`src/rtl/int_ctrl_pkg.sv`:
```
// Shared constants and types for the int_ctrl programmable interrupt controller.
package int_ctrl_pkg;

  localparam int unsigned NUM_SRC_DEF = 6;
  localparam int unsigned ID_W        = 3;
  localparam logic [31:0] INTC_BASE   = 32'h7F30;
  localparam logic [ID_W-1:0] INTC_NONE = 3'd7;

  typedef enum logic [1:0] {
    INTC_STATUS = 2'd0,
    INTC_MASK   = 2'd1,
    INTC_MODE   = 2'd2,
    INTC_CTRL   = 2'd3
  } intc_reg_e;

  // Read view of the CTRL register.
  typedef struct packed {
    logic            irq;
    logic [27:0]     rsvd;
    logic [ID_W-1:0] id;
  } intc_ctrl_rd_t;

endpackage

```
`src/rtl/intc_prio_enc.sv`:
```
// Lowest-index-first priority encoder; id is INTC_NONE when no bit is set.
module intc_prio_enc
  import int_ctrl_pkg::*;
#(
  parameter int unsigned W = NUM_SRC_DEF
) (
  input  logic [W-1:0]    vec_i,
  output logic            valid_o,
  output logic [ID_W-1:0] id_o
);

  // Scan high to low so the lowest set index is the last one written.
  always_comb begin
    valid_o = 1'b0;
    id_o    = INTC_NONE;
    for (int i = int'(W) - 1; i >= 0; i--) begin
      if (vec_i[i]) begin
        valid_o = 1'b1;
        id_o    = ID_W'(i);
      end
    end
  end

endmodule

```
`src/rtl/int_ctrl.sv`:
```
// Programmable interrupt controller: masking, edge/level pending, fixed-priority
// nesting with claim/EOI, feeding one CP0 HWInt line.
module int_ctrl
  import int_ctrl_pkg::*;
#(
  parameter int unsigned NUM_SRC = NUM_SRC_DEF
) (
  input  logic               clk,
  input  logic               reset,
  input  logic [31:2]        addr,
  input  logic               we,
  input  logic [31:0]        din,
  output logic [31:0]        dout,
  input  logic [NUM_SRC-1:0] src,
  output logic               irq,
  output logic [ID_W-1:0]    irq_id
);

  logic [NUM_SRC-1:0] pend_q, pend_d;
  logic [NUM_SRC-1:0] mask_q, mask_d;
  logic [NUM_SRC-1:0] mode_q, mode_d;
  logic [NUM_SRC-1:0] isr_q,  isr_d;
  logic [NUM_SRC-1:0] src_q;

  logic [NUM_SRC-1:0] w1c;
  logic [NUM_SRC-1:0] claim_oh;
  logic [NUM_SRC-1:0] rise;
  logic               claim_req;

  logic               cand_valid;
  logic [ID_W-1:0]    cand_id;
  logic               top_valid;
  logic [ID_W-1:0]    top_id;

  intc_reg_e          reg_sel;
  intc_ctrl_rd_t      ctrl_rd;
  logic               unused_bits;

  assign reg_sel     = intc_reg_e'(addr[3:2]);
  assign rise        = src & ~src_q;
  assign unused_bits = ^{addr[31:4], din[31:NUM_SRC], top_valid};

  intc_prio_enc #(.W(NUM_SRC)) u_cand_enc (
    .vec_i   (pend_q & mask_q),
    .valid_o (cand_valid),
    .id_o    (cand_id)
  );

  intc_prio_enc #(.W(NUM_SRC)) u_top_enc (
    .vec_i   (isr_q),
    .valid_o (top_valid),
    .id_o    (top_id)
  );

  // top_id is INTC_NONE when nothing is in service, so any candidate wins then.
  assign irq    = cand_valid && (cand_id < top_id);
  assign irq_id = irq ? cand_id : INTC_NONE;

  // Register writes, claim/EOI and pending update.
  always_comb begin
    mask_d    = mask_q;
    mode_d    = mode_q;
    isr_d     = isr_q;
    w1c       = '0;
    claim_req = 1'b0;
    claim_oh  = '0;

    if (we) begin
      case (reg_sel)
        INTC_STATUS: w1c    = din[NUM_SRC-1:0];
        INTC_MASK:   mask_d = din[NUM_SRC-1:0];
        INTC_MODE:   mode_d = din[NUM_SRC-1:0];
        INTC_CTRL: begin
          if (din[3]) begin
            isr_d = isr_q & (isr_q - NUM_SRC'(1));
          end else begin
            claim_req = 1'b1;
          end
        end
        default: ;
      endcase
    end

    // Out-of-range ids shift out to zero and so never claim anything.
    if (claim_req) begin
      claim_oh = (NUM_SRC'(1) << din[2:0]) & pend_q & mask_q;
    end
    isr_d = isr_d | claim_oh;

    pend_d = (mode_q & ((pend_q & ~(w1c | claim_oh)) | rise))
           | (~mode_q & src);
  end

  always_ff @(posedge clk or negedge reset) begin
    if (!reset) begin
      pend_q <= '0;
      mask_q <= '0;
      mode_q <= '0;
      isr_q  <= '0;
      src_q  <= '0;
    end else begin
      pend_q <= pend_d;
      mask_q <= mask_d;
      mode_q <= mode_d;
      isr_q  <= isr_d;
      src_q  <= src;
    end
  end

  // Side-effect-free read mux.
  always_comb begin
    ctrl_rd = '{irq: irq, rsvd: '0, id: irq_id};
    dout    = '0;
    case (reg_sel)
      INTC_STATUS: dout = 32'(pend_q);
      INTC_MASK:   dout = 32'(mask_q);
      INTC_MODE:   dout = 32'(mode_q);
      INTC_CTRL:   dout = ctrl_rd;
      default:     dout = '0;
    endcase
  end

endmodule

```
`config.mk`:
```
export PLATFORM = sky130hd
export DESIGN_NAME = int_ctrl
export DESIGN_NICKNAME = d
export VERILOG_FILES = /design/src/rtl/int_ctrl_pkg.sv /design/src/rtl/intc_prio_enc.sv /design/src/rtl/int_ctrl.sv
export SDC_FILE = /design/constraint.sdc
export NUM_CORES = 1
export LEC_CHECK = 0
export CAP_MARGIN = 25
export CORE_MARGIN = 10
export CORE_UTILIZATION = 40
export CTS_BUF_LIST = sky130_fd_sc_hd__clkbuf_16
export CTS_CLUSTER_SIZE = 40
export DETAILED_ROUTE_END_ITERATION = 6
export PLACE_DENSITY_LB_ADDON = 0.12
export SLEW_MARGIN = 20
export SYNTH_ARGS = -nofsm -noshare
export SYNTH_HDL_FRONTEND = slang
export SYNTH_SLANG_ARGS = --single-unit
```
`constraint.sdc`:
```
create_clock -name clk -period 3 [get_ports clk]
set_input_delay 0.45 -clock clk [delete_from_list [all_inputs] [get_ports clk]]
set_output_delay 0.45 -clock clk [all_outputs]
set_load 0.01 [all_outputs]
```
==> key figures <==
Run status
  • Run status: complete, no violations

Global route
  • GRT overflow: 0
  • Initial antenna violation count: 0
  • All-Layer GR Usage: 0.115
  • First-pass GRT wire length: 6960 um
  • Vias in the first global route: 1,432
  • Largest net degree at the start of global routing: 31

Critical path
  • CP Max Fanout: 5
  • Critical path depth: 8
  • Most used cell, CP: nand2_1
  • Max stage delay on crit path: 0.49 ns
  • Startpoint types: flip-flop
  • Flop-to-flop setup slack: 1.86 ns
  • Family with the most delay on the worst path: buffers and inverters
  • Worst Path Arrival: 2.48 ns
  • Crit-path cells: nand2_1 -> nand4_1 -> inv_1 -> ha_1 -> a211o_1 -> o21ai_2 -> nand2_1 -> clkdlybuf4s50_1
  • Worst EP required: 2.55 ns
  • Crit path kind: flip-flop to output port
  • Register-to-Register Path Depth: 4
  • CP Launch Point: mask_q[3]$_DFFE_PN0P_
  • Reg2reg start: isr_q[0]$_DFF_PN0_
  • Worst Setup End Kind: output port
  • Slowest CP cell: clkdlybuf4s50_1
  • Buffers & Inverters on Critical Path: 2

Routing
  • Vias per Instance: 5.08
  • TritonRoute pass-1 iters: 4
  • Via count: 1,408
  • WL/cell: 16.0 um
  • DRT iter0 DRCs: 63
  • Post-route DRC: 0
  • Post-DRT Antenna Nets: 0
  • Drt total wl: 4430 um

Floorplan
  • Die span in y: 86.8 um
  • Die area: 7540 sq um
  • Initial core utilization: 0.410
  • Rows: 24
  • Io pins: 107
  • CORE AREA: 4350 sq um
  • Die W: 86.8 um

Timing
  • Worst Max-Slew Pin Slew: 0.498 ns
  • Slew headroom: 0.666
  • Max-slew violations: 0
  • Max Freq: 341 MHz
  • Finish-stage setup viols: 0
  • Hold Vio Cnt, Final: 0
  • Tmin final: 2.93 ns
  • Final setup margin: 0.0663 ns
  • Tcrit/Tclk final: 0.978
  • Clock skew: 0.00143 ns

Min path
  • Worst Hold Class: flip-flop to flip-flop
  • Hold path startpoint: isr_q[5]$_DFF_PN0_
  • Hold path cells: 2

Clock tree
  • CTS sink cnt: 30
  • CTS tree: yes
  • CTS root buf: clkbuf_16
  • Worst-skew pair later-pin latency: 0.27 ns
  • Clk slew on worst S/H paths: 0.05 ns
  • CTS Buffer Depth: 2
  • Hold buffer count at CTS: 0
  • Htree depth: 2
  • CTS Buf Count: 5

Synthesis
  • Post-synthesis sequential area ratio: 0.420
  • Gate Count Post-Synth: 184
  • Synth Area per Inst: 9.71 sq um
  • Top cells by area, synth: dfrtp_1 (42%), buf_4 (11%), mux2_1 (7.6%)
  • Most used DFF post-synth: dfrtp_1
  • Synthesis-stage register bit count: 30
  • Synth Warn #: 0
  • Post-synth cell types: 40
  • Area leader, netlist: dfrtp_1
  • Top cells by count, synth: nand2_1 (34), dfrtp_1 (30), buf_4 (26)
  • Post-synth ARST share: 1.00
  • Synth Cell Area: 1790 sq um
  • Dominant cell by count in the synthesized netlist: nand2_1
  • Number of flops mapped to enable cells by yosys: 0
  • Share of the synthesized area in the top cell type: 0.420

Final layout
  • Nets: 297
  • Util after Layout: 0.515
  • Footprint of the multi-input gates: 928 sq um
  • Fillers: 401
  • Seq. cell area: 753 sq um
  • Area Growth Syn to Fin: 25.6%
  • Ant diodes: 0
  • Layout cells sized above 1: 0.133

Power and ir drop
  • Total Power: 1.43 mW
  • Max IR drop VDD: 0.433 mV
  • Power density over cell area: 637 nW/um^2
  • P_leak: 1.10 nW

Placement
  • Post-DP HPWL: 3390 um
  • DP Worst Slack: 0.126 ns
  • Port bufs: 27
  • RePlAce Congestion: 0.905

Run
  • Max capacitance violation total: 0
==> registers in the layout (all words and copies together), names as in the netlist <==
signal,flops
isr_q,6
mask_q,6
mode_q,6
pend_q,6
src_q,6
==> worst paths after layout <==
path                                            end
worst max-delay path                      irq_id[0]
worst min-delay path             isr_q[5]$_DFF_PN0_
worst max register to register   isr_q[5]$_DFF_PN0_
worst min register to register   isr_q[5]$_DFF_PN0_
max in group asynchronous       pend_q[1]$_DFF_PN0_
min in group asynchronous        src_q[2]$_DFF_PN0_
==> cell families after synthesis <==
family	count (synthesis)	share of synthesized area
buf+inv	32	0.123
flops	30	0.420
other cells	1	0.00210
fa+ha+maj	2	0.0140
compound gates	38	0.160
simple gates	63	0.170
mux	18	0.110
==> metal layers <==
layer	part of all wire	GRT usage	up-vias	wire, um
met5	0	0	-	0
met4	0.010	0.0353	0	46
met3	0.094	0.0403	4	417
met2	0.46	0.183	50	2040
met1	0.43	0.142	666	1920
li1	-	-	688	-
==> power by group <==
group / switching (mW) / internal [mW]
sequential: 0.0563 / 0.461
combinational: 0.223 / 0.228
clock: 0.162 / 0.298
total: 0.442 / 0.988
==> layout by cell type, fill, tap and decap left out, types with 3 or more instances in the layout <==
cell,instances
nand3_1,4
o21ai_0,7
buf_4,11
nand2b_1,3
clkbuf_16,5
conb_1,25
nand2_1,33
nand4_1,4
a22o_1,8
clkdlybuf4s50_1,20
mux2i_1,5
dlygate4sd2_1,4
nor2_1,6
inv_1,4
dfrtp_1,28
mux2_1,12
a21oi_1,6
==> cell type report <==
cell class                      count  share of cell area
Multi-Input combinational cell    146               0.414
Timing Repair Buffer               38               0.155
Clock buffer                        5              0.0558
Clock inverter                      3             0.00558
Inverter                            3             0.00502
Sequential cell                    30               0.336
Tap cell                           52              0.0290
==> tightest hold or removal path: stages, from the launching register on <==
cell and delay, ns:
dfrtp_1 0.34, o31ai_1 0.07, nand2_1 0.06
==> what timing repair did <==
item | CTS | global route
buffers inserted | 2 | 2
gates resized for setup | 7 | 10
pin swaps | 3 | 2
endpoints found under the setup margin | 6 | 4
==> stage by stage <==
step,hold slack [ns],TNS [ns],area (sq um),instances
6_report,0.509,0,2240,277
3_3_place_gp,0.499,0,2060,265
4_1_cts,0.510,-0.0260,2210,275
5_1_grt,0.550,-0.00266,2240,277
2_1_floorplan,0.154,0,1880,208
3_5_place_dp,0.495,0,2060,265
Note: power is estimated with default switching activity, not from simulation.
